===== config.mk =====
export PLATFORM = sky130hd
export DESIGN_NAME = psi_table_scheduler
export DESIGN_NICKNAME = d
export VERILOG_FILES = /design/src/rtl/psi_table_scheduler.sv
export SDC_FILE = /design/constraint.sdc
export NUM_CORES = 1
export LEC_CHECK = 0
export CAP_MARGIN = 10
export CORE_ASPECT_RATIO = 0.75
export CORE_UTILIZATION = 40
export CTS_BUF_LIST = sky130_fd_sc_hd__clkbuf_2 sky130_fd_sc_hd__clkbuf_4 sky130_fd_sc_hd__clkbuf_8
export DETAILED_ROUTE_END_ITERATION = 10
export PLACE_DENSITY = 0.58
export SLEW_MARGIN = 15
export SYNTH_ARGS = -nofsm -noshare
export SYNTH_HDL_FRONTEND = slang
export SYNTH_SLANG_ARGS = --single-unit

===== constraint.sdc =====
create_clock -name CLK -period 2.25 [get_ports CLK]
set_input_delay 0.675 -clock CLK [delete_from_list [all_inputs] [get_ports CLK]]
set_output_delay 0.675 -clock CLK [all_outputs]
set_load 0.05 [all_outputs]

===== src/rtl/psi_table_scheduler.sv =====
// Periodic PSI/SI table scheduler: per-table repetition timers on a ms tick, fixed-priority
// selection (PAT > PMT > SDT) and a READY/START/SENT handshake with a watchdog toward the packer.
module psi_table_scheduler #(
  parameter int unsigned TICK_DIV    = 27000,
  parameter int unsigned PAT_MS      = 100,
  parameter int unsigned PMT_MS      = 100,
  parameter int unsigned SDT_MS      = 1000,
  parameter int unsigned TIMEOUT_CYC = 4096
) (
  input  logic       CLK,
  input  logic       RST,
  input  logic       ENABLE,
  input  logic       START,
  input  logic       TABLE_SENT,
  input  logic       CLR_ERR,
  output logic       TABLE_READY,
  output logic [1:0] TABLE_SEL,
  output logic [2:0] OVERRUN,
  output logic       TIMEOUT_ERR,
  output logic [1:0] state_mon
);

  localparam int unsigned PW = (TICK_DIV > 1) ? $clog2(TICK_DIV) : 1;
  localparam int unsigned WW = $clog2(TIMEOUT_CYC + 1);

  typedef enum logic [1:0] {
    S_IDLE  = 2'd0,
    S_OFFER = 2'd1,
    S_BUSY  = 2'd2
  } state_t;

  state_t        r_state, w_state_nx;
  logic [PW-1:0] r_presc;
  logic [10:0]   r_cnt [3];
  logic [10:0]   w_lim [3];
  logic [2:0]    r_pend, r_ovr;
  logic          r_en_d, r_to;
  logic [1:0]    r_sel, w_sel_nx;
  logic [WW-1:0] r_wd, w_wd_nx;
  logic          w_tick, w_en_rise, w_accept, w_to_set;
  logic [2:0]    w_exp, w_clr, w_pend_nx;

  assign w_lim[0]  = 11'(PAT_MS - 1);
  assign w_lim[1]  = 11'(PMT_MS - 1);
  assign w_lim[2]  = 11'(SDT_MS - 1);
  assign w_tick    = ENABLE && (r_presc == PW'(TICK_DIV - 1));
  assign w_en_rise = ENABLE && !r_en_d;
  assign w_accept  = (r_state == S_OFFER) && ENABLE && START;

  always_comb begin
    w_exp = '0;
    w_clr = '0;
    for (int unsigned i = 0; i < 3; i++) begin
      w_exp[i] = w_tick && (r_cnt[i] == w_lim[i]);
      w_clr[i] = w_accept && (r_sel == 2'(i));
    end
  end

  // A same-cycle expiry re-arms the table being cleared, so it is not an overrun.
  assign w_pend_nx = ENABLE ? ((r_pend & ~w_clr) | w_exp | {3{w_en_rise}}) : '0;

  always_ff @(posedge CLK or negedge RST) begin
    if (!RST) begin
      r_en_d  <= 1'b0;
      r_presc <= '0;
      r_pend  <= '0;
      for (int unsigned i = 0; i < 3; i++) r_cnt[i] <= '0;
    end else begin
      r_en_d <= ENABLE;
      r_pend <= w_pend_nx;
      if (!ENABLE || w_tick) r_presc <= '0;
      else                   r_presc <= r_presc + PW'(1);
      for (int unsigned i = 0; i < 3; i++) begin
        if (!ENABLE)    r_cnt[i] <= '0;
        else if (w_tick) r_cnt[i] <= w_exp[i] ? '0 : r_cnt[i] + 11'd1;
      end
    end
  end

  always_comb begin
    w_state_nx = r_state;
    w_sel_nx   = r_sel;
    w_wd_nx    = r_wd;
    w_to_set   = 1'b0;
    case (r_state)
      S_IDLE: begin
        if (ENABLE && (|r_pend)) begin
          w_state_nx = S_OFFER;
          w_sel_nx   = r_pend[0] ? 2'd0 : (r_pend[1] ? 2'd1 : 2'd2);
        end
      end
      S_OFFER: begin
        if (!ENABLE) begin
          w_state_nx = S_IDLE;
        end else if (START) begin
          w_state_nx = S_BUSY;
          w_wd_nx    = '0;
        end
      end
      S_BUSY: begin
        if (TABLE_SENT) begin
          w_state_nx = S_IDLE;
        end else if (r_wd == WW'(TIMEOUT_CYC - 1)) begin
          w_to_set   = 1'b1;
          w_state_nx = S_IDLE;
        end else begin
          w_wd_nx = r_wd + WW'(1);
        end
      end
      default: w_state_nx = S_IDLE;
    endcase
  end

  always_ff @(posedge CLK or negedge RST) begin
    if (!RST) begin
      r_state <= S_IDLE;
      r_sel   <= '0;
      r_wd    <= '0;
      r_ovr   <= '0;
      r_to    <= 1'b0;
    end else begin
      r_state <= w_state_nx;
      r_sel   <= w_sel_nx;
      r_wd    <= w_wd_nx;
      r_ovr   <= (CLR_ERR ? 3'b000 : r_ovr) | (w_exp & r_pend & ~w_clr);
      r_to    <= (CLR_ERR ? 1'b0 : r_to) | w_to_set;
    end
  end

  assign TABLE_READY = (r_state == S_OFFER);
  assign TABLE_SEL   = r_sel;
  assign OVERRUN     = r_ovr;
  assign TIMEOUT_ERR = r_to;
  assign state_mon   = r_state;

endmodule

==> impl_metrics.py, run 1 <==
metrics = {
    "synth": {
        "synth_flop_cell": "dfrtp_1",
        "yosysUniqueCellTypes": 54,
        "synth_seq_cells": 73,
        "netlist_area_sq_um": 3850,
        "postSynth.asyncResetShare_pct": 100,
        "seq_area_frac_synth_pct": 47.4,
        "synth_edf_count": 0,
        "syn-num-nets": 422,
        "yosysWarnings": 0,
        "avgSynthCellArea_sq_um": 9.37,
        "syn_inst": 411,
    },
    "clock_network": {
        "cts-root-buf": "clkbuf_8",
        "path_clk_slew_ns": 0.08,
        "cts.sinks": 73,
        "clkLatencyLatePin_ns": 0.35,
        "clk_path_buf_depth": 2,
        "numCtsBuffers": 9,
        "cts_hold_buf": 0,
        "tritoncts": "done",
        "cts_max_level": 3,
    },
    "power": {
        "p_leak_nw": 1.83,
        "peakVddDrop_v": 0.000294,
        "cellPowerDensity_nw_per_um2": 712,
        "power_mw": 3.19,
    },
    "drt": {
        "first_pass_iters": 4,
        "drc_errors": 0,
        "wl_um": 8750,
        "vias": 3248,
        "drt_iter0_drc": 210,
        "viasPerCell": 5.66,
        "antenna_left": 0,
        "wl_per_cell_um": 15.2,
    },
    "worst_setup_path": {
        "slowest_delay_ns": 0.80,
        "r2r_end": "r_cnt[26]",
        "rr_worst_depth": 5,
        "crit_chain": "clkdlybuf4s50_1",
        "worst-path-stages": 1,
        "crit_family": "buffers and inverters",
        "startpoint_type": "register",
        "cp.required_ns": 1.57,
        "crit_path_end_kind": "primary output",
        "cp_num_buf_inv": 1,
        "worstSetupPathType": "register to primary output",
        "arrival_ns": 1.50,
        "timing.rr.start": "r_cnt[22]",
        "cp_slowest_cell": "clkdlybuf4s50_1",
        "cp_max_fo": 2,
        "regToRegSetupSlack_ns": 0.24,
    },
    "cells_and_area": {
        "drive_gt1_share_pct": 11.2,
        "design_area_sq_um": 4470,
        "n_antenna_cell": 0,
        "multiInputGateArea_sq_um": 1890,
        "nets": 453,
        "synthToLayoutAreaGrowth_pct": 16.1,
        "final_cells": 574,
        "regArea_sq_um": 1830,
        "fillers": 887,
    },
    "timing": {
        "period_minus_slack_ns": 2.17,
        "setup_viol": 0,
        "tightest_slew_ns": 0.631,
        "finalCritPeriodShare_pct": 96.5,
        "hold_viol": 0,
        "setup_slack_ns": 0.0777,
        "slew_viol_final": 0,
        "finalSetupTns_ns": 0,
        "fmax_mhz": 460,
        "slew_headroom_pct": 57.8,
        "rsz0062_at_grt": "false",
        "finClkSkew_ns": 0.0107,
    },
    "status": {
        "run_status": "finished, final reports clean",
    },
    "place": {
        "place_ws_ns": -0.0762,
        "port-buffer-count": 14,
        "dp_hpwl_um": 6090,
        "place_area_sq_um": 4260,
        "post-place-cells": 559,
        "gp_congestion": 0.809,
    },
    "grt": {
        "grt_first_pass_wirelength_um": 15000,
        "grt_max_degree": 36,
        "grt_pass1_vias": 3018,
        "antenna_found_initial": 0,
        "grt_remaining_overflow": 0,
        "track_usage_pct": 19.3,
    },
    "floorplanning": {
        "coreArea_sq_um": 9200,
        "placementRows": 30,
        "die_w_um": 115,
        "die_y_um": 87.0,
        "die_area_sq_um": 10000,
        "pin_count": 15,
        "start_util_pct": 41.9,
    },
    "hold_path": {
        "holdCritPathClass": "input pin to asynchronous set/reset pin",
    },
    "run": {
        "maxCapViolCount": 0,
    },
}
-- logic make-up after synthesis --
group	after synthesis	share of synthesized area, %
buf+inv	33	3.57
fa+ha+maj	5	1.62
compound gates	94	16.9
xor+xnor	18	4.09
simple gates	186	25.8
mux	2	0.552
flops	73	47.4
-- per-stage QoR --
| stage | utilization (%) | hold slack (ns) |
|---|---|---|
| 2_1_floorplan | - | 0.379 |
| 3_3_place_gp | 46.3 | 0.468 |
| 3_5_place_dp | 46.3 | 0.470 |
| 4_1_cts | 48.7 | 0.268 |
| 5_1_grt | 48.7 | 0.291 |
| 6_report | 48.7 | 0.269 |
-- final cells by class --
cell class,count,share of cell area (%)
clock buffer,12,3.41
clock inverter,3,1.45
inverter,17,1.43
multi-input combinational,305,42.2
sequential,73,40.8
tap,128,3.58
timing repair buffer,36,7.10
-- repair_timing --
item	4_1_cts	5_1_grt
setup buffers	0	0
gates resized for setup	2	0
hold endpoints to repair	0	0
setup endpoints to repair	2	0
-- synthesized netlist by cell type, drive strengths merged (2+ instances only) --
| cell | instances | area, sq um |
|---|---|---|
| a211o | 2 | 17.5 |
| a21o | 3 | 31.3 |
| a21oi | 8 | 40.0 |
| a221o | 5 | 50.1 |
| a22o | 3 | 26.3 |
| a31oi | 27 | 169 |
| a41oi | 5 | 51.3 |
| and2 | 6 | 37.5 |
| and3 | 7 | 43.8 |
| and4 | 6 | 53.8 |
| and4b | 3 | 30.0 |
| and4bb | 2 | 25.0 |
| buf | 7 | 40.0 |
| clkbuf | 9 | 33.8 |
| dfrtp | 73 | 1830 |
| ha | 5 | 62.6 |
| inv | 17 | 63.8 |
| nand2 | 42 | 158 |
| nand2b | 5 | 31.3 |
| nand3 | 19 | 95.1 |
| nand3b | 6 | 45.0 |
| nand4 | 18 | 113 |
| nand4b | 2 | 17.5 |
| nor2 | 32 | 120 |
| nor2b | 2 | 12.5 |
| nor3 | 17 | 85.1 |
| nor4 | 9 | 56.3 |
| nor4b | 2 | 17.5 |
| o211ai | 4 | 30.0 |
| o21a | 3 | 22.5 |
| o21ai | 20 | 100 |
| o221ai | 2 | 17.5 |
| o22ai | 3 | 18.8 |
| or2 | 2 | 12.5 |
| or3 | 3 | 18.8 |
| or4 | 3 | 22.5 |
| xnor2 | 17 | 149 |
-- sequential cells by signal, indices dropped and copies added, names as in the netlist --
| register | cells |
|---|---|
| r_cnt | 33 |
| r_presc | 15 |
| r_wd | 13 |
| OVERRUN | 3 |
| r_pend | 3 |
| TABLE_SEL | 2 |
| state_mon | 2 |
| TIMEOUT_ERR | 1 |
| r_en_d | 1 |
-- cell usage in the layout (no fill, tap or decap), types with 4 or more instances in the layout --
cell / netlist / layout
inv_1: 17 / 17
nand3b_1: 6 / 6
ha_1: 5 / 5
and4_1: 5 / 5
nor4_1: 9 / 9
clkdlybuf4s50_1: 0 / 8
nor2_1: 32 / 32
nand3_1: 19 / 19
o21ai_0: 20 / 20
nand2_1: 42 / 42
a31oi_1: 27 / 27
xnor2_1: 17 / 17
o211ai_1: 4 / 4
a221o_1: 5 / 5
nor3_1: 17 / 17
buf_4: 2 / 24
dfrtp_1: 73 / 73
and3_1: 7 / 7
a41oi_1: 4 / 4
nand4_1: 18 / 18
nand2b_1: 5 / 5
clkbuf_8: 0 / 10
a21oi_1: 8 / 8
and2_1: 6 / 6
-- how the worst max path moves through the flow --
stage	startpoint	end	slack, ns
after floorplan	state_mon[0]	TABLE_READY	0.09
after global routing	OVERRUN[2]	OVERRUN[2]	0.01
after global placement	ENABLE	r_cnt[14]	-0.04
after CTS	OVERRUN[2]	OVERRUN[2]	0.04
after detailed placement	ENABLE	r_cnt[14]	-0.08
final	OVERRUN[2]	OVERRUN[2]	0.08
-- routing by layer --
metal	vias to the layer above	GRT usage, %	wire length, um
met4	0	6.73	122
met1	1570	28.9	4800
met2	59	26.8	3480
met5	-	0	0
met3	10	4.80	347
li1	1609	-	-
-- worst reg2reg max path, delay by kind of cell, from the launching register on --
kind | cells | cell delay, ns
adders and majority gates | 1 | 0.24
and+or+nand+nor | 3 | 0.93
DFF | 1 | 0.44
AOI/OAI and AO/OA | 1 | 0.29
-- power breakdown --
group          internal, mW  switching, mW  total [mW]
sequential             1.39          0.109        1.50
clock                 0.672          0.468        1.14
combinational         0.193          0.351       0.545
No activity file was read; power rests on OpenSTA's default activity.
==> inputs of run 2 (changes only) <==
--- a/config.mk
+++ b/config.mk
@@ -5,7 +5,6 @@
 export SDC_FILE = /design/constraint.sdc
 export NUM_CORES = 1
 export LEC_CHECK = 0
-export CAP_MARGIN = 10
 export CORE_ASPECT_RATIO = 0.75
 export CORE_UTILIZATION = 40
 export CTS_BUF_LIST = sky130_fd_sc_hd__clkbuf_2 sky130_fd_sc_hd__clkbuf_4 sky130_fd_sc_hd__clkbuf_8
==> results of run 2 <==
Final layout, timing and power as in run 1 (identical DEF).
==> inputs of run 3 (changes only) <==
--- a/config.mk
+++ b/config.mk
@@ -6,10 +6,10 @@
 export NUM_CORES = 1
 export LEC_CHECK = 0
 export CORE_ASPECT_RATIO = 0.75
-export CORE_UTILIZATION = 40
+export CORE_UTILIZATION = 63
 export CTS_BUF_LIST = sky130_fd_sc_hd__clkbuf_2 sky130_fd_sc_hd__clkbuf_4 sky130_fd_sc_hd__clkbuf_8
 export DETAILED_ROUTE_END_ITERATION = 10
-export PLACE_DENSITY = 0.58
+export PLACE_DENSITY = 0.84
 export SLEW_MARGIN = 15
 export SYNTH_ARGS = -nofsm -noshare
 export SYNTH_HDL_FRONTEND = slang
==> impl_metrics.py, run 3 (synthesis gave the netlist of run 1 again) <==
metrics = {
    "timing": {
        "slew_headroom_pct": 64.3,
        "tightest_slew_ns": 0.534,
        "period_minus_slack_ns": 2.18,
        "hold_viol": 0,
        "finalCritPeriodShare_pct": 96.8,
        "fmax_mhz": 459,
        "finClkSkew_ns": 0.0117,
        "finalSetupTns_ns": 0,
        "rsz0062_at_grt": "false",
        "setup_slack_ns": 0.0731,
        "setup_viol": 0,
        "slew_viol_final": 0,
    },
    "grt": {
        "grt_remaining_overflow": 0,
        "grt_pass1_vias": 3141,
        "grt_max_degree": 74,
        "grt_first_pass_wirelength_um": 14700,
        "track_usage_pct": 29.4,
        "antenna_found_initial": 0,
    },
    "worst_setup_path": {
        "crit_family": "buffers and inverters",
        "r2r_end": "r_cnt[3]",
        "timing.rr.start": "r_cnt[0]",
        "crit_end": "OVERRUN[1]",
        "slowest_delay_ns": 0.80,
        "worstSetupPathType": "register to primary output",
        "cp_num_buf_inv": 1,
        "worst-path-stages": 1,
        "cp_max_fo": 2,
        "regToRegSetupSlack_ns": 0.21,
        "rr_worst_depth": 5,
        "cp.required_ns": 1.57,
        "startpoint_type": "register",
        "cp-startpoint": "OVERRUN[1]",
        "crit_chain": "clkdlybuf4s50_1",
        "crit_path_end_kind": "primary output",
        "arrival_ns": 1.50,
        "cp_slowest_cell": "clkdlybuf4s50_1",
    },
    "cells_and_area": {
        "fillers": 421,
        "synthToLayoutAreaGrowth_pct": 13.8,
        "largestRegisters": "r_cnt x33, r_presc x15, r_wd x13",
        "final_cells": 520,
        "largest_reg_flops": 33,
        "n_antenna_cell": 0,
        "final_common_cell": "dfrtp_1",
        "final_cell_mix": "dfrtp_1, nand2_1, nor2_1",
        "drive_gt1_share_pct": 10.4,
        "nets": 448,
        "top_register": "r_cnt",
    },
    "power": {
        "combPwrFrac_pct": 17.5,
        "peakVddDrop_v": 0.000723,
        "p_leak_nw": 1.82,
        "cellPowerDensity_nw_per_um2": 707,
        "p_seq_share_pct": 48.5,
        "internal-power_mw": 2.13,
        "power.share.switching_pct": 31.4,
        "p_sw_mw": 0.974,
        "p_clk_share_pct": 33.9,
    },
    "clock_network": {
        "path_clk_slew_ns": 0.08,
        "cts-root-buf": "clkbuf_8",
        "cts_max_level": 3,
        "cts.sinks": 73,
        "numCtsBuffers": 9,
        "cts_setup_buffers": 0,
        "tritoncts": "done",
        "clk_path_buf_depth": 2,
        "clkLatencyLatePin_ns": 0.35,
    },
    "drt": {
        "wl_per_cell_um": 16.8,
        "vias": 3372,
        "drc_errors": 0,
        "wl_um": 8760,
        "first_pass_iters": 5,
        "viasPerCell": 6.48,
        "antenna_left": 0,
        "drt_iter0_drc": 263,
    },
    "place": {
        "gp_congestion": 0.858,
        "dp_hpwl_um": 5870,
        "place_ws_ns": -0.0767,
        "port-buffer-count": 14,
        "post-place-cells": 504,
    },
    "floorplanning": {
        "die_area_sq_um": 6430,
        "placementRows": 24,
        "start_util_pct": 65.8,
        "pin_count": 15,
        "die_w_um": 92.3,
        "coreArea_sq_um": 5860,
        "die_y_um": 69.7,
    },
    "hold_path": {
        "holdCritPathClass": "input pin to asynchronous set/reset pin",
    },
    "status": {
        "run_status": "finished, final reports clean",
    },
    "run": {
        "maxCapViolCount": 0,
    },
}
-- run 3: stage by stage --
| stage | utilization [%] | hold WS (ns) | area (sq um) | power [mW] |
|---|---|---|---|---|
| 2_1_floorplan | - | 0.379 | 3850 | 1.87 |
| 3_5_place_dp | 71.4 | 0.483 | 4180 | 2.08 |
| 6_report | 74.9 | 0.333 | 4380 | 3.10 |
| 3_3_place_gp | 71.4 | 0.469 | 4180 | 2.06 |
| 5_1_grt | 74.9 | 0.357 | 4380 | 3.24 |
| 4_1_cts | 74.8 | 0.355 | 4380 | 3.11 |
-- run 3: final cells by class --
class	count	area, sq um	share of cell area [%]
Multi-Input combinational cell	305	1890	43.1
Sequential cell	73	1830	41.7
Timing Repair Buffer	31	305	6.96
Clock buffer	10	138	3.14
Tap cell	78	97.6	2.23
Clock inverter	6	65.1	1.48
Inverter	17	63.8	1.46
-- run 3: timing repair --
| item | CTS | global route |
|---|---|---|
| pin swaps | 0 | 0 |
| resized for setup | 2 | 1 |
| hold buffers | 0 | 0 |
| setup endpoints to repair | 2 | 1 |
-- run 3: worst reg2reg max path: cells and delay by family, from the launching register on --
kind | cells | cell delay (ns)
DFF | 1 | 0.41
AOI/OAI and AO/OA | 1 | 0.30
and+or+nand+nor | 3 | 0.99
adders and majority gates | 1 | 0.23
-- run 3: power by group through the flow --
stage / logic [mW] / registers (mW) / clock network (mW)
after floorplan: 0.268 / 1.60 / 0
after global placement: 0.539 / 1.52 / 0
after detailed placement: 0.553 / 1.53 / 0
after CTS: 0.542 / 1.50 / 1.07
after global routing: 0.596 / 1.52 / 1.12
final: 0.544 / 1.50 / 1.05
-- run 3: how the worst min path moves through the flow --
stage / endpoint / slack (ns) / depth (start not counted)
after floorplan: OVERRUN[0] / 0.38 / 0
after global placement: r_pend[2] / 0.47 / 1
after detailed placement: r_presc[0] / 0.48 / 1
after CTS: r_wd[1] / 0.36 / 2
after global routing: r_wd[1] / 0.36 / 2
final: r_wd[1] / 0.33 / 2
-- run 3: metal layers --
metal / up-vias / track usage [%] / share of wire (%)
li1: 1585 / - / -
met1: 1652 / 41.7 / 48
met2: 119 / 44.3 / 45
met3: 16 / 7.35 / 5.8
met4: 0 / 9.90 / 1.6
met5: - / 0 / 0
